--- src/rtl/uart_tx_fifo_if.sv ---
// Producer-side stream bundle for uart_tx_fifo: one character per
// valid/ready handshake.
interface uart_tx_fifo_if #(
  parameter int DATA_BITS = 8
);
  logic [DATA_BITS-1:0] s_data;
  logic                 s_valid;
  logic                 s_ready;

  // Producer drives data/valid and watches ready.
  modport master (output s_data, output s_valid, input s_ready);
  // Transmitter consumes data/valid and drives ready.
  modport slave  (input s_data, input s_valid, output s_ready);
endinterface

--- src/rtl/uart_tx_fifo.sv ---
// UART transmitter with a write FIFO and configurable character format
// (5..9 data bits, none/even/odd parity, 1 or 2 stop bits). Frames are sent
// back to back with no idle gap while the FIFO holds characters.
module uart_tx_fifo #(
  parameter int CLOCK_FREQ = 50_000_000,
  parameter int BAUD_RATE  = 115200,
  parameter int DATA_BITS  = 8,
  parameter int PARITY     = 0,
  parameter int STOP_BITS  = 1,
  parameter int FIFO_DEPTH = 16
) (
  input  logic                               clk,
  input  logic                               rst,
  uart_tx_fifo_if.slave                      stream,
  output logic                               tx,
  output logic                               busy,
  output logic [$clog2(FIFO_DEPTH+1)-1:0]    fifo_count
);

  localparam int BAUD_TICKS = CLOCK_FREQ / BAUD_RATE;
  localparam int TICK_W     = $clog2(BAUD_TICKS);
  localparam int PTR_W      = $clog2(FIFO_DEPTH);
  localparam int CNT_W      = $clog2(FIFO_DEPTH + 1);

  // Elaboration-time rejection of unsupported configurations.
  if (BAUD_TICKS < 2) begin : g_bad_baud
    $error("uart_tx_fifo: CLOCK_FREQ / BAUD_RATE must be at least 2");
  end
  if (DATA_BITS < 5 || DATA_BITS > 9) begin : g_bad_data_bits
    $error("uart_tx_fifo: DATA_BITS must be within 5..9");
  end
  if (PARITY < 0 || PARITY > 2) begin : g_bad_parity
    $error("uart_tx_fifo: PARITY must be 0 (none), 1 (even) or 2 (odd)");
  end
  if (STOP_BITS < 1 || STOP_BITS > 2) begin : g_bad_stop_bits
    $error("uart_tx_fifo: STOP_BITS must be 1 or 2");
  end
  if (FIFO_DEPTH < 2 || (FIFO_DEPTH & (FIFO_DEPTH - 1)) != 0) begin : g_bad_depth
    $error("uart_tx_fifo: FIFO_DEPTH must be a power of two and at least 2");
  end

  typedef enum logic [2:0] {
    S_IDLE,
    S_START,
    S_DATA,
    S_PARITY,
    S_STOP
  } state_t;

  // ---------------------------------------------------------------- FIFO
  logic [DATA_BITS-1:0] mem [FIFO_DEPTH];
  logic [PTR_W-1:0]     wr_ptr;
  logic [PTR_W-1:0]     rd_ptr;
  logic                 full;
  logic                 empty;
  logic                 push;
  logic                 pop;
  logic [DATA_BITS-1:0] head;

  assign full           = (fifo_count == CNT_W'(FIFO_DEPTH));
  assign empty          = (fifo_count == '0);
  assign stream.s_ready = !full;
  assign push           = stream.s_valid && !full;
  assign head           = mem[rd_ptr];

  // Character storage written on an accepted handshake.
  // NOTE: the storage array is deliberately not reset; the pointers and
  // occupancy count alone decide which entries are valid.
  always_ff @(posedge clk) begin
    if (push) mem[wr_ptr] <= stream.s_data;
  end

  // Pointers wrap naturally at the power-of-two depth; count tracks push/pop.
  // NOTE: state is updated with non-blocking assignments so every register
  // samples the pre-edge values of its neighbours.
  always_ff @(posedge clk) begin
    if (rst) begin
      wr_ptr     <= '0;
      rd_ptr     <= '0;
      fifo_count <= '0;
    end else begin
      if (push) wr_ptr <= wr_ptr + PTR_W'(1);
      if (pop)  rd_ptr <= rd_ptr + PTR_W'(1);
      case ({push, pop})
        2'b10:   fifo_count <= fifo_count + CNT_W'(1);
        2'b01:   fifo_count <= fifo_count - CNT_W'(1);
        default: fifo_count <= fifo_count;
      endcase
    end
  end

  // --------------------------------------------------------- framing FSM
  state_t               state;
  state_t               state_next;
  logic [TICK_W-1:0]    tick_cnt;
  logic [3:0]           bit_idx;
  logic [DATA_BITS-1:0] shreg;
  logic                 parity_bit;
  logic                 line_active;
  logic                 tx_next;
  logic                 bit_end;
  logic                 last_data;
  logic                 last_stop;
  logic                 frame_done;

  assign bit_end    = (tick_cnt == TICK_W'(BAUD_TICKS - 1));
  assign last_data  = (bit_idx == 4'(DATA_BITS - 1));
  assign last_stop  = (bit_idx == 4'(STOP_BITS - 1));
  assign frame_done = (state == S_STOP) && bit_end && last_stop;

  // A character leaves the FIFO either from idle or exactly as the final
  // stop bit ends, which is what makes consecutive frames gapless.
  assign pop = !empty && ((state == S_IDLE) || frame_done);

  // Next state and the line level implied by the current state.
  // NOTE: every output of this block is given a default first so no path
  // leaves a signal unassigned and no latch is inferred.
  always_comb begin
    state_next = state;
    tx_next    = 1'b1;
    case (state)
      S_IDLE: begin
        if (pop) state_next = S_START;
      end
      S_START: begin
        tx_next = 1'b0;
        if (bit_end) state_next = S_DATA;
      end
      S_DATA: begin
        tx_next = shreg[0];
        if (bit_end && last_data) state_next = (PARITY != 0) ? S_PARITY : S_STOP;
      end
      S_PARITY: begin
        tx_next = parity_bit;
        if (bit_end) state_next = S_STOP;
      end
      S_STOP: begin
        if (frame_done) state_next = pop ? S_START : S_IDLE;
      end
      default: state_next = S_IDLE;
    endcase
  end

  // State, bit timing, the character in flight and the registered line.
  always_ff @(posedge clk) begin
    if (rst) begin
      state       <= S_IDLE;
      tick_cnt    <= '0;
      bit_idx     <= '0;
      shreg       <= '0;
      parity_bit  <= 1'b0;
      tx          <= 1'b1;
      line_active <= 1'b0;
    end else begin
      state <= state_next;

      if (state == S_IDLE || bit_end) tick_cnt <= '0;
      else                            tick_cnt <= tick_cnt + TICK_W'(1);

      if (state_next != state) bit_idx <= '0;
      else if (bit_end)        bit_idx <= bit_idx + 4'd1;

      // The frame works from its own copy, so later FIFO traffic cannot
      // disturb the character being shifted out.
      if (pop) begin
        shreg      <= head;
        parity_bit <= (^head) ^ (PARITY == 2);
      end else if (state == S_DATA && bit_end) begin
        shreg <= shreg >> 1;
      end

      tx          <= tx_next;
      line_active <= (state != S_IDLE);
    end
  end

  // line_active covers the last stop bit still on the wire after the FSM
  // has already returned to idle.
  assign busy = line_active || (state != S_IDLE) || !empty;

endmodule

--- src/flat_wrapper.sv ---
// flat-port wrapper written by rule: the top's interface ports become plain ports
module uart_tx_fifo_flat 
#(
  parameter int CLOCK_FREQ = 50_000_000,
  parameter int BAUD_RATE  = 115200,
  parameter int DATA_BITS  = 8,
  parameter int PARITY     = 0,
  parameter int STOP_BITS  = 1,
  parameter int FIFO_DEPTH = 16
)
  (clk, rst, tx, busy, fifo_count, stream_s_data, stream_s_valid, stream_s_ready);
  uart_tx_fifo_if #(.DATA_BITS(DATA_BITS)) stream_i ();
  input  logic clk;
  input  logic rst;
  output logic tx;
  output logic busy;
  output logic [$clog2(FIFO_DEPTH+1)-1:0] fifo_count;
  input wire logic [$bits(stream_i.s_data)-1:0] stream_s_data;
  input wire logic [$bits(stream_i.s_valid)-1:0] stream_s_valid;
  output wire logic [$bits(stream_i.s_ready)-1:0] stream_s_ready;
  assign stream_i.s_data = stream_s_data;
  assign stream_i.s_valid = stream_s_valid;
  assign stream_s_ready = stream_i.s_ready;
  uart_tx_fifo #(.CLOCK_FREQ(CLOCK_FREQ), .BAUD_RATE(BAUD_RATE), .DATA_BITS(DATA_BITS), .PARITY(PARITY), .STOP_BITS(STOP_BITS), .FIFO_DEPTH(FIFO_DEPTH)) u_core (.clk(clk), .rst(rst), .stream(stream_i), .tx(tx), .busy(busy), .fifo_count(fifo_count));
endmodule
--- config.mk ---
export PLATFORM = sky130hd
export DESIGN_NAME = uart_tx_fifo_flat
export DESIGN_NICKNAME = d
export VERILOG_FILES = /design/src/rtl/uart_tx_fifo_if.sv /design/src/rtl/uart_tx_fifo.sv /design/src/flat_wrapper.sv
export SDC_FILE = /design/constraint.sdc
export NUM_CORES = 1
export LEC_CHECK = 0
export ABC_AREA = 0
export BUFFER_PORTS_ARGS = -buffer_cell sky130_fd_sc_hd__buf_2
export CAP_MARGIN = 15
export CORE_AREA = 4 4 162 125
export DETAILED_ROUTE_END_ITERATION = 10
export DIE_AREA = 0 0 166 129
export HOLD_SLACK_MARGIN = 0.06
export PLACE_DENSITY = 0.52
export SYNTH_ARGS = -nofsm -noshare
export SYNTH_HDL_FRONTEND = slang
export SYNTH_SLANG_ARGS = --single-unit
--- constraint.sdc ---
create_clock -name clk -period 3.3 [get_ports clk]
set_clock_uncertainty 0.15 [all_clocks]
set_input_delay 0.495 -clock clk [delete_from_list [all_inputs] [get_ports clk]]
set_output_delay 0.495 -clock clk [all_outputs]
set_load 0.005 [all_outputs]
# [After elaboration in Yosys (flattened, before gate mapping)]
# Memories as Yosys holds them, arrays and structs flattened. A register that Yosys moved wholly into a read port is not among the register bits.
# Cells that the tools add are included.
[totals] mem_count=1 ramBits=128 regBits=40
[mem_list] name="u_core.mem" depth=16 word_bits=8 rd=1 rd_ports_with_merged_regs=1 wr=1 line_no="uart_tx_fifo.sv:51" text="logic [DATA_BITS-1:0] mem [FIFO_DEPTH];"
[classes] reduce_logical=21 n_eq_ne=10 muxes=15 addsub=6
[op_table] operator="$mux 8" count=2
[op_table] operator="$mux 3" count=5
[op_table] operator="$pmux 3 s5" count=1
[op_table] operator="$add 4x1->4 const B" count=3
[op_table] operator="$pmux 5 s2" count=1
[op_table] operator="$add 9x1->9 const B" count=1
[op_table] operator="$eq 9x9->1 const B" count=1
[op_table] operator="$mux 4" count=2
[op_table] operator="$reduce_xor 8->1" count=1
[op_table] operator="$eq 3x2->1 const B" count=2
[op_table] operator="$logic_and 1x1->1" count=6
[op_table] operator="$add 5x1->5 const B" count=1
[op_table] operator="$eq 5x5->1 const B" count=1
[op_table] operator="$logic_not 5->1" count=1
[op_table] operator="$sub 5x1->5 const B" count=1
[op_table] operator="$eq 4x3->1 const B" count=1
[op_table] operator="$logic_not 4->1" count=1
[op_table] operator="$logic_or 1x1->1" count=4
[op_table] operator="$reduce_bool 2->1" count=2
[op_table] operator="$reduce_or 2->1" count=2
[op_table] operator="$eq 3x1->1 const B" count=1
[op_table] operator="$eq 3x3->1 const B" count=1
[op_table] operator="$logic_not 3->1" count=1
[op_table] operator="$mux 1" count=3
[op_table] operator="other kinds (6)" count=7

# [Depth between registers and ports, before layout]
# Gate-level depths: netlist (run 1).
[depth] ltp_word=10 depth_mapped=17 ltp_nobuf=16

# [Worst setup path before layout (run 1)]
# Ideal clock, no wire load.
[synth_timing] kind="reg-to-reg" from="register u_core.tick_cnt[0]" to="register u_core.fifo_count[4]" path_buffers=1 arrival_ns=3.168 slack_ns=-0.088 stages_incl_launch_ff=17 t_required_ns=3.079 path_cell_list="dfxtp_1 > ha_1 > nand4b_2 > nor4_4 > nand3_2 > a2111o_1 > buf_6 > inv_8 > ha_1 > inv_1 > fa_1 > inv_1 > a21o_1 > a21oi_1 > xnor2_1 > or3_1 > a21oi_1"
[synth_between] elab_chain_len=7
[synth_lines] item="from (decl)" line_no="uart_tx_fifo.sv:95" text="logic [TICK_W-1:0] tick_cnt;"
[synth_lines] item="from (signal assigned)" line_no="uart_tx_fifo.sv:158" text="else tick_cnt <= tick_cnt + TICK_W'(1);"
[synth_lines] item="$eq 9x9->1 (*)" line_no="uart_tx_fifo.sv:106" text="assign bit_end = (tick_cnt == TICK_W'(BAUD_TICKS - 1));"
[synth_lines] item="$logic_and 1x1->1 (*) (2 in series)" line_no="uart_tx_fifo.sv:109" text="assign frame_done = (state == S_STOP) && bit_end && last_stop;"
[synth_lines] item="$logic_or 1x1->1 (*)" line_no="uart_tx_fifo.sv:113" text="assign pop = !empty && ((state == S_IDLE) || frame_done);"
[synth_lines] item="$logic_and 1x1->1 (*)" line_no="uart_tx_fifo.sv:113"
[synth_lines] item="$eq 2x1->1 / $eq 2x2->1 (equally long branches)" line_no="uart_tx_fifo.sv:84" text="case ({push, pop})"
[synth_lines] item="$pmux 5 s2 / $reduce_bool 2->1 (equally long branches)"
[synth_lines] item="to (signal assigned)" line_no="uart_tx_fifo.sv:85" text="2'b10: fifo_count <= fifo_count + CNT_W'(1);"
[synth_lines] item="to (signal assigned)" line_no="uart_tx_fifo.sv:86" text="2'b01: fifo_count <= fifo_count - CNT_W'(1);"
[synth_lines] item="to (signal assigned)" line_no="uart_tx_fifo.sv:87" text="default: fifo_count <= fifo_count;"
[synth_lines] item="to (decl)" line_no="uart_tx_fifo.sv:17" text="output logic [$clog2(FIFO_DEPTH+1)-1:0] fifo_count"
# Mark *: on every way between the ends. The rest lies on a longest branch, timed or not.
# A chain may end at the register's enable or synchronous reset.

# [Worst setup path in the final report (run 1)]
[layout_timing] from="register u_core.tick_cnt[1]" to="register u_core.fifo_count[4]"
# The elaborated chain is that of the path after synthesis.

==> qor.csv, run 1 <==
stage,metric,value,unit
outcome,status,completed,
critical_path,"Req. time, crit path",3500,ps
clock_tree,CTS tree,built,
global_route,Total GRT Usage,13.4,%
drt,Routed WL per cell,18.0,um
sta,Slew HR,41.6,%
placement,Final GP Congestion,0.733,
synth,ys async rst share,0,%
global_route,global route overflow,0,
clock_tree,CTS Buffer Depth,2,
critical_path,beginning of the critical path,u_core.tick_cnt[1]$_SDFF_PP0_,
sta,unrepaired setup endpoints after global routing,yes,
pwr,leakage,2.76,nW
die,die area,21400,um^2
pwr,VDD IR max,0.000316,V
synth,Most used DFF post-synth,edfxtp_1,
synth,Syn Inst Count,454,
critical_path,r2r setup slk,100,ps
drt,post-route ant nets,0,
drt,WL final,13600,um
critical_path,worst reg2reg startpoint,u_core.tick_cnt[1]$_SDFF_PP0_,
cells_and_area,fillers,1635,
sta,Final setup viols,0,
critical_path,Startpoint Class,register,
die,die width,166,um
synth,Synth Area per Inst,15.4,um^2
sta,Max Clock Freq,312,MHz
placement,placed instance area,7490,um^2
critical_path,nature of the critical path endpoint,register,
sta,endpoints failing hold,0,
cells_and_area,nets,523,
flow_run,reported max-cap violation count,0,
synth,Synth Net Count,479,
die,core area,18500,um^2
placement,final HPWL from detailed placement,9210,um
critical_path,CP peak stage delay,480,ps
sta,PnR worst setup slack,98.0,ps
clock_tree,cts hold-fix bufs,0,
clock_tree,worst-skew pair later-pin latency,420,ps
pwr,Pwr Density,712,nW/um^2
die,row cnt,43,
synth,post-synthesis cell area,6990,um^2
cells_and_area,final non-filler cell area,8090,um^2
critical_path,critical-path cell list,inv_2 > ha_4 > nand4b_4 > nor4_4 > nand3_2 > a2111o_1 > inv_8 > ha_4 > inv_4 > fa_2 > inv_2 > a21o_1 > a21oi_2 > xnor2_1 > or3_1 > a21oi_2,
cells_and_area,ANT cells,0,
drt,routed vias,3733,
critical_path,Worst Path Arrival,3410,ps
global_route,initial antenna violation count,0,
drt,drt first-iter violations,273,
global_route,vias in the first global route,3885,
cells_and_area,Layout Utilization,43.9,%
drt,Pre-Repair DR Iteration Count,4,
synth,Synth cell types,43,
cells_and_area,Syn-to-layout area delta,15.8,%
clock_tree,TritonCTS Buffers,17,
global_route,pin count of the biggest net entering global routing,30,
sta,final setup TNS,0,ps
global_route,first-pass GRT wire length,21700,um
min_path,Hold Path Class,input port to register,
synth,number of synthesized flops with an enable pin,128,
sta,minimum clock period,3200,ps
critical_path,worst-path cell with the longest stage delay,a2111o_1,
sta,slew of the pin with the lowest slew margin,869,ps
die,IO Count,19,
sta,Slew Limit Fails,0,
synth,"Seq/Total Area, Yosys",67.6,%
drt,DRC viols,0,
sta,Final period util,97.0,%
clock_tree,CTS sink count,172,
clock_tree,H-tree depth,4,
drt,Vias per Instance,4.93,
cells_and_area,fraction of layout cells with a size suffix above 1,24.5,%
synth,Synthesis Warnings,0,
die,initial core utilization,37.9,%
synth,"FF+latch count, synth",172,
critical_path,Worst Setup Path Type,register to register,
die,Die Y,129,um
placement,number of port buffers,18,
placement,DP Worst Slack,11.8,ps
clock_tree,Root Driver,clkbuf_16,
min_path,Worst Hold Launch,stream_s_data[0],
clock_tree,clk slew on worst S/H paths,60,ps
critical_path,CP max FO,3,
cell usage in the layout, fill, tap and decap left out, types with 3 or more instances in the layout:
master and count:
edfxtp_1 128, nor2_1 57, dfxtp_1 41, mux4_2 32
nand2_1 28, buf_4 28, buf_2 18, clkbuf_16 17
a22oi_1 16, xnor2_1 15, a21oi_1 12, xor2_1 11
ha_1 11, inv_1 8, a211oi_1 8, mux2i_1 7
nor3_1 6, nand3_1 5, inv_6 5, or3_1 4
nor2b_1 3, nand2b_1 3, o21ai_0 3, dfxtp_2 3
clkinv_1 3, clkinv_2 3
flip-flops by register name, indices dropped and copies added (netlist names), 3 cells and up, named ones only:
register           count
u_core.fifo_count      5
u_core.rd_ptr          4
u_core.state           3
u_core.mem           128
u_core.shreg           8
u_core.bit_idx         4
u_core.tick_cnt        9
u_core.wr_ptr          4
where the power goes:
group          internal (mW)  switching, mW  leakage [nW]
Sequential              2.47          0.112          1.52
Clock                  0.959          0.823         0.257
Combinational          0.673          0.732         0.991
kinds of logic after synthesis:
logic type	count (synthesis)	synth area share, %
compound gates	47	4.46
xor+xnor	26	3.26
fa+ha+maj	14	2.61
buf+inv	35	2.36
flops	172	67.6
mux	40	11.5
simple gates	120	8.20
synth_stat cells (2+ instances only):
cell / instances / area [um^2]
buf_2: 3 / 15.0
edfxtp_1: 128 / 3840
nand2_1: 28 / 105
buf_4: 4 / 30.0
or3_1: 4 / 25.0
nand3_1: 5 / 25.0
a22oi_1: 16 / 120
nor3_1: 6 / 30.0
nor2_1: 57 / 214
mux4_2: 32 / 721
a211oi_1: 8 / 60.1
nand3b_1: 2 / 15.0
inv_1: 11 / 41.3
nand4_1: 2 / 12.5
and2_1: 2 / 12.5
nand2b_1: 3 / 18.8
nor2b_1: 3 / 18.8
mux2i_1: 7 / 70.1
xnor2_1: 15 / 131
clkbuf_1: 11 / 41.3
xor2_1: 11 / 96.3
a21oi_1: 14 / 70.1
a21o_1: 2 / 15.0
buf_1: 4 / 15.0
dfxtp_1: 44 / 881
ha_1: 13 / 163
o21ai_0: 3 / 15.0
metal layers:
layer  GRT usage [%]  wire, um  vias up  part of all wire [%]
met2            20.3      6110       58                    45
li1                -         -     1792                     -
met1            19.4      6790     1876                    50
met4            3.64       102        0                  0.75
met5               0         0        -                     0
met3            3.26       625        7                   4.6
through the flow:
step / hold WS (ps) / cells / total power [mW]
3_3_place_gp: 296 / 720 / 3.95
3_5_place_dp: 311 / 720 / 3.98
6_report: 303 / 757 / 5.76
4_1_cts: 283 / 751 / 5.78
2_1_floorplan: 280 / 454 / 3.63
5_1_grt: 305 / 757 / 6.08
critical path, delay by kind of cell (launching register included):
| family | cells | cell delay [ps] |
|---|---|---|
| simple gates | 4 | 860 |
| flops | 1 | 330 |
| xor+xnor | 1 | 140 |
| fa+ha+maj | 3 | 650 |
| compound gates | 4 | 770 |
| buf+inv | 4 | 240 |
final timing paths:
path	to	cells after the start
worst min-delay path	u_core.mem[8][0]$_DFFE_PP_	1
worst max register to register	u_core.fifo_count[4]$_SDFFE_PP0P_	16
worst min register to register	u_core.shreg[7]$_SDFFE_PP0P_	2
worst max-delay path	u_core.fifo_count[4]$_SDFFE_PP0P_	16
area by class of cell:
| cell class | count | area (um^2) | area share, % |
|---|---|---|---|
| clock inverters | 14 | 95.1 | 1.17 |
| multi-input cells | 247 | 2140 | 26.4 |
| clock buffers | 17 | 425 | 5.26 |
| well taps | 247 | 309 | 3.82 |
| repair buffers | 48 | 340 | 4.20 |
| flip-flops and latches | 172 | 4730 | 58.4 |
| inverters | 12 | 55.1 | 0.680 |
what timing repair did:
item                       CTS  global route
pin swaps                    3            11
setup endpoints to repair    1             2
buffers inserted             0             6
gates cloned                 0             0
resized for setup            0            11
Note: power is estimated with default switching activity, not from simulation.
==> run 2: changes to the inputs <==
CORE_AREA = 4 4 182 140   (was 4 4 162 125)
DIE_AREA = 0 0 186 144   (was 0 0 166 129)
PLACE_DENSITY = 0.43   (was 0.52)
SKIP_CTS_REPAIR_TIMING = 1   (was unset)
==> run 2 against run 1 <==
Against the previous run:
- power grew 2.9%
- clock power grew 10%
- non-clock buffer count shrank 4
- critical path depth is the same
- sequential cell count is the same
- via count grew 0.94%
- register-to-register slack gained 70 ps
- wire length grew 10%
- largest power group unchanged
- cell count grew 7.4%
==> qor.csv, run 2 (synthesis results as in run 1) <==
stage,metric,value,unit,change
outcome,status,completed,,
pwr,NetSw,1.68,mW,+0.63%
critical_path,"Req. time, crit path",3510,ps,about the same
sta,Slew HR,61.0,%,+19 points
die,IO Count,19,,unchanged
die,Die Y,144,um,+12%
placement,number of port buffers,18,,unchanged
pwr,sequential power share,43.6,%,-1.1 points
pwr,Int Power,4.26,mW,+3.8%
clock_tree,clk slew on worst S/H paths,70,ps,about the same
placement,DP Worst Slack,17.0,ps,+5.26 ps
sta,Final period util,95.0,%,-2.0 points
clock_tree,worst-skew pair later-pin latency,430,ps,about the same
global_route,vias in the first global route,3890,,+0.13%
min_path,Worst Hold Launch,u_core.tick_cnt[0]$_SDFF_PP0_,,
clock_tree,Root Driver,clkbuf_16,,
cells_and_area,most frequent cells in the layout,"edfxtp_1 (128), nor2_1 (57), dfxtp_1 (41), mux4_2 (32), nand2_1 (28)",,
critical_path,Worst Setup Path Type,register to register,,
critical_path,Startpoint Class,register,,
sta,Hold WS,303,ps,+0.440 ps
sta,unrepaired setup endpoints after global routing,yes,,
cells_and_area,fillers,2270,,+39%
drt,post-route ant nets,0,,unchanged
global_route,Total GRT Usage,11.8,%,-1.5 points
drt,DRC viols,0,,unchanged
placement,final HPWL from detailed placement,9880,um,+7.3%
drt,Vias per Instance,4.63,,-6.0%
critical_path,worst reg2reg startpoint,u_core.tick_cnt[1]$_SDFF_PP0_,,
cells_and_area,Top Registers,"u_core.mem: 128 flops, u_core.tick_cnt: 9 flops, u_core.shreg: 8 flops",,
pwr,leakage,2.75,nW,-0.55%
drt,Routed WL per cell,18.5,um,+2.9%
critical_path,r2r setup slk,160,ps,+70 ps
clock_tree,CTS sink count,172,,unchanged
sta,minimum clock period,3140,ps,-66.5 ps
global_route,initial antenna violation count,0,,unchanged
sta,endpoints failing hold,0,,unchanged
clock_tree,CTS tree,built,,
cells_and_area,"commonest non-fill, non-tap cell in the layout",edfxtp_1,,
sta,Final setup viols,0,,unchanged
critical_path,nature of the critical path endpoint,register,,
pwr,clock network power share,33.0,%,+2.1 points
global_route,global route overflow,0,,unchanged
drt,routed vias,3768,,+0.94%
sta,Slew Limit Fails,0,,unchanged
cells_and_area,Largest register FFs,128,,unchanged
min_path,hold path cells,1,,unchanged
min_path,hold path endpoint,u_core.tick_cnt[0]$_SDFF_PP0_,,
cells_and_area,FF/Latch Area,4730,um^2,about the same
clock_tree,H-tree depth,4,,unchanged
die,row cnt,49,,+14%
sta,PnR worst setup slack,165,ps,+66.5 ps
placement,Final GP Congestion,0.709,,-3.2%
die,die width,186,um,+12%
cells_and_area,ANT cells,0,,unchanged
cells_and_area,fraction of layout cells with a size suffix above 1,23.5,%,-1.0 points
cells_and_area,Largest Register,u_core.mem,,
die,core area,23700,um^2,+28%
cells_and_area,Syn-to-layout area delta,17.2,%,
pwr,VDD IR max,0.000288,V,-8.6%
critical_path,Worst R2R End,u_core.fifo_count[4]$_SDFFE_PP0P_,,
die,die area,26800,um^2,+25%
cells_and_area,Multi-input gate area,2140,um^2,-0.18%
sta,slew of the pin with the lowest slew margin,584,ps,-285 ps
min_path,Hold Path Class,register to register,,
drt,WL final,15100,um,+10%
cells_and_area,Layout Utilization,34.6,%,-9.3 points
clock_tree,TritonCTS Buffers,17,,unchanged
critical_path,Worst Path Arrival,3350,ps,-60 ps
global_route,pin count of the biggest net entering global routing,33,,+10%
flow_run,reported max-cap violation count,0,,unchanged
critical_path,CP max FO,4,,+1
pwr,Pwr Density,724,nW/um^2,+1.7%
critical_path,cells on worst reg2reg path,16,,unchanged
sta,Max Clock Freq,319,MHz,+2.1%
drt,Pre-Repair DR Iteration Count,4,,unchanged
pwr,total design power,5.93,mW,+2.9%
drt,drt first-iter violations,276,,+1.1%
cells_and_area,nets,519,,-0.76%
global_route,first-pass GRT wire length,23200,um,+6.6%
pwr,switching part of the total,28.3,%,-0.64 points
die,initial core utilization,29.5,%,-8.3 points
pwr,combinational power share,23.4,%,-1.0 points
clock_tree,CTS Buffer Depth,2,,unchanged
## run 2: changes by cell type in the layout (fill, tap and decap cells not counted), sizes merged
cell	delta
inv	-4
bufinv	+2
buf	-4
clkinv	-7
clkinvlp	+4
clkbuf	+6
## run 2: through the flow
stage / TNS [ps] / std cells / area, um^2
after floorplan: 0 / 454 / 7000
after global placement: 0 / 779 / 7570
after detailed placement: 0 / 779 / 7570
after CTS: -1.34 / 811 / 8140
after global routing: -29.1 / 813 / 8190
final: 0 / 813 / 8190
## run 2: worst max-delay path: stages, from the launching register on
cell	delay, ps
dfxtp_2	330
inv_2	60
ha_4	130
nand4b_4	120
nor4_4	190
nand3_2	130
a2111o_1	520
inv_8	90
ha_4	160
inv_4	40
fa_2	370
inv_2	60
a21o_1	120
a21oi_2	60
xnor2_1	130
or3_1	310
a21oi_1	120
## run 2: worst max-delay path by stage
stage,from,to,slack [ps]
floorplan,u_core.tick_cnt[0]$_SDFF_PP0_,u_core.fifo_count[4]$_SDFFE_PP0P_,20
global placement,u_core.tick_cnt[0]$_SDFF_PP0_,u_core.fifo_count[4]$_SDFFE_PP0P_,80
detailed placement,u_core.tick_cnt[0]$_SDFF_PP0_,u_core.fifo_count[4]$_SDFFE_PP0P_,20
CTS,u_core.tick_cnt[0]$_SDFF_PP0_,u_core.fifo_count[4]$_SDFFE_PP0P_,-1
global route,u_core.tick_cnt[1]$_SDFF_PP0_,u_core.fifo_count[4]$_SDFFE_PP0P_,-30
finish,u_core.tick_cnt[1]$_SDFF_PP0_,u_core.fifo_count[4]$_SDFFE_PP0P_,160
## run 2: power groups by stage
stage          sequential, mW  clock (mW)  combinational (mW)
5_1_grt                  2.61        2.11                1.54
2_1_floorplan            2.57           0                1.06
3_5_place_dp             2.63           0                1.39
6_report                 2.59        1.96                1.39
4_1_cts                  2.59        2.01                1.40
3_3_place_gp             2.63           0                1.38
## run 2: cell type report
cell class              instances  area share, %
clock buffers                  23           5.59
clock inverters                 9           1.41
inverters                      12          0.672
multi-input cells             247           26.1
flip-flops and latches        172           57.8
well taps                     306           4.68
repair buffers                 44           3.79
## run 2: metal layers
metal	part of all wire [%]	routed length, um	GRT usage [%]	up-vias
li1	-	-	-	1779
met2	47	7080	18.4	41
met1	48	7230	16.2	1934
met4	1.3	191	3.91	0
met3	3.7	556	3.19	14
met5	0	0	0	-
==> run 3: changes to the inputs <==
GPL_TIMING_DRIVEN = 0   (was unset)
==> run 3 against run 2 <==
Against the previous run:
- wire length barely moved
- cell area up 0.14%
- power rose by 1.3%
- largest power group unchanged
==> qor.csv, run 3 (synthesis results as in run 1) <==
stage,metric,value,unit,change
outcome,status,completed,,
pwr,combinational power share,24.8,%,+1.4 points
pwr,VDD IR max,0.000362,V,+26%
flow_run,reported max-cap violation count,0,,unchanged
die,Die Y,144,um,unchanged
drt,DRC viols,0,,unchanged
sta,endpoints failing hold,0,,unchanged
die,initial core utilization,29.5,%,unchanged
cells_and_area,fraction of layout cells with a size suffix above 1,23.1,%,-0.35 points
cells_and_area,final non-filler cell area,8200,um^2,+0.14%
cells_and_area,Top Registers,"u_core.mem: 128 flops, u_core.tick_cnt: 9 flops, u_core.shreg: 8 flops",,
sta,PnR worst setup slack,6.54,ps,-158 ps
placement,placed instance area,7500,um^2,-0.94%
drt,post-route ant nets,0,,unchanged
critical_path,"Req. time, crit path",3500,ps,about the same
cells_and_area,nets,532,,+2.5%
sta,unrepaired setup endpoints after global routing,yes,,
sta,Final period util,99.8,%,+4.8 points
pwr,NetSw,1.78,mW,+5.9%
drt,WL final,15100,um,about the same
sta,slew of the pin with the lowest slew margin,898,ps,+314 ps
drt,routed vias,3859,,+2.4%
cells_and_area,Largest Register,u_core.mem,,
cells_and_area,fin cells,825,,+1.5%
critical_path,worst-path cell with the longest stage delay,a2111o_1,,
critical_path,Worst Setup Path Type,register to register,,
die,IO Count,19,,unchanged
pwr,Int Power,4.23,mW,-0.58%
sta,Hold WS,125,ps,-178 ps
min_path,Hold Path Class,input port to register,,
cells_and_area,"commonest non-fill, non-tap cell in the layout",edfxtp_1,,
clock_tree,CTS Buffer Depth,2,,unchanged
pwr,Pwr Density,733,nW/um^2,+1.1%
cells_and_area,ANT cells,0,,unchanged
critical_path,CP peak stage delay,440,ps,-80 ps
global_route,pin count of the biggest net entering global routing,18,,-45%
drt,Pre-Repair DR Iteration Count,5,,+1
global_route,first-pass GRT wire length,23000,um,-0.92%
sta,Final setup viols,0,,unchanged
sta,Slew HR,39.9,%,-21 points
sta,final setup TNS,0,ps,unchanged
clock_tree,TritonCTS Buffers,17,,unchanged
cells_and_area,Largest register FFs,128,,unchanged
clock_tree,Root Driver,clkbuf_16,,
clock_tree,CTS sink count,172,,unchanged
critical_path,CP max FO,5,,+1
clock_tree,worst-skew pair later-pin latency,420,ps,about the same
critical_path,Startpoint Class,register,,
clock_tree,clk slew on worst S/H paths,70,ps,about the same
pwr,total design power,6.01,mW,+1.3%
die,die area,26800,um^2,unchanged
pwr,switching part of the total,29.6,%,+1.3 points
critical_path,nature of the critical path endpoint,register,,
pwr,sequential power share,42.4,%,-1.2 points
placement,number of port buffers,18,,unchanged
sta,minimum clock period,3290,ps,+158 ps
pwr,clock network power share,32.8,%,-0.2 points
die,die width,186,um,unchanged
global_route,vias in the first global route,3883,,-0.18%
drt,Routed WL per cell,18.3,um,-1.5%
drt,Vias per Instance,4.68,,+0.93%
sta,Max Clock Freq,304,MHz,-4.8%
placement,final HPWL from detailed placement,10400,um,+4.8%
placement,DP Worst Slack,-404,ps,-421 ps
critical_path,critical-path cell list,inv_2 > ha_4 > nand4b_4 > nor4_4 > nand3_2 > a2111o_1 > buf_6 > clkinv_8 > ha_4 > inv_4 > fa_2 > inv_2 > a21o_1 > a21oi_2 > xnor2_1 > or3_1 > a21oi_1,,
sta,Slew Limit Fails,0,,unchanged
die,row cnt,49,,unchanged
pwr,leakage,2.77,nW,+0.66%
clock_tree,H-tree depth,4,,unchanged
global_route,Total GRT Usage,11.8,%,-0.074 points
drt,drt first-iter violations,283,,+2.5%
global_route,global route overflow,0,,unchanged
placement,Final GP Congestion,0.738,,+4.1%
clock_tree,CTS tree,built,,
die,core area,23700,um^2,unchanged
cells_and_area,Layout Utilization,34.7,%,+0.048 points
placement,DP Cell Count,782,,+0.39%
critical_path,Worst Path Arrival,3490,ps,+140 ps
cells_and_area,Syn-to-layout area delta,17.4,%,
global_route,initial antenna violation count,0,,unchanged
cells_and_area,fillers,2290,,+0.88%
cells_and_area,most frequent cells in the layout,"edfxtp_1 (128), nor2_1 (57), dfxtp_1 (42), mux4_2 (32), nand2_1 (28)",,
==> run 3: critical path: cells and delay by family, from the launching register on <==
| kind | cells | cell delay [ps] |
|---|---|---|
| fa+ha+maj | 3 | 650 |
| simple gates | 4 | 860 |
| flops | 1 | 330 |
| xor+xnor | 1 | 130 |
| buf+inv | 5 | 340 |
| compound gates | 4 | 740 |
==> run 3: worst paths after layout <==
check	startpoint	end	slack [ps]	cells past startpoint
worst min-delay path	rst	u_core.line_active$_SDFF_PP0_	120	2
worst max-delay path	u_core.tick_cnt[1]$_SDFF_PP0_	u_core.fifo_count[4]$_SDFFE_PP0P_	7	17
worst max register to register	u_core.tick_cnt[1]$_SDFF_PP0_	u_core.fifo_count[4]$_SDFFE_PP0P_	7	17
worst min register to register	u_core.tick_cnt[0]$_SDFF_PP0_	u_core.tick_cnt[0]$_SDFF_PP0_	300	1
==> run 3: cell type report <==
type	count	area (um^2)	share of cell area, %
clock buffers	17	425	5.19
multi-input cells	247	2140	26.1
flip-flops and latches	172	4730	57.7
inverters	12	60.1	0.732
clock inverters	14	150	1.83
repair buffers	34	203	2.47
well taps	306	383	4.67
plain buffers	23	113	1.37
==> run 3: power by group through the flow <==
stage | clock network, mW | registers, mW | logic [mW]
final | 1.97 | 2.55 | 1.49
after global placement | 0 | 2.59 | 1.40
after detailed placement | 0 | 2.59 | 1.42
after CTS | 2.02 | 2.55 | 1.42
after floorplan | 0 | 2.57 | 1.06
after global routing | 2.11 | 2.56 | 1.67
==> run 3: routing by layer <==
layer | global-route usage (%) | part of all wire (%) | vias to the layer above
met4 | 2.64 | 0.60 | 0
met2 | 17.5 | 45 | 70
met3 | 3.55 | 4.7 | 7
met5 | 0 | 0 | -
met1 | 17.1 | 49 | 1970
li1 | - | - | 1812
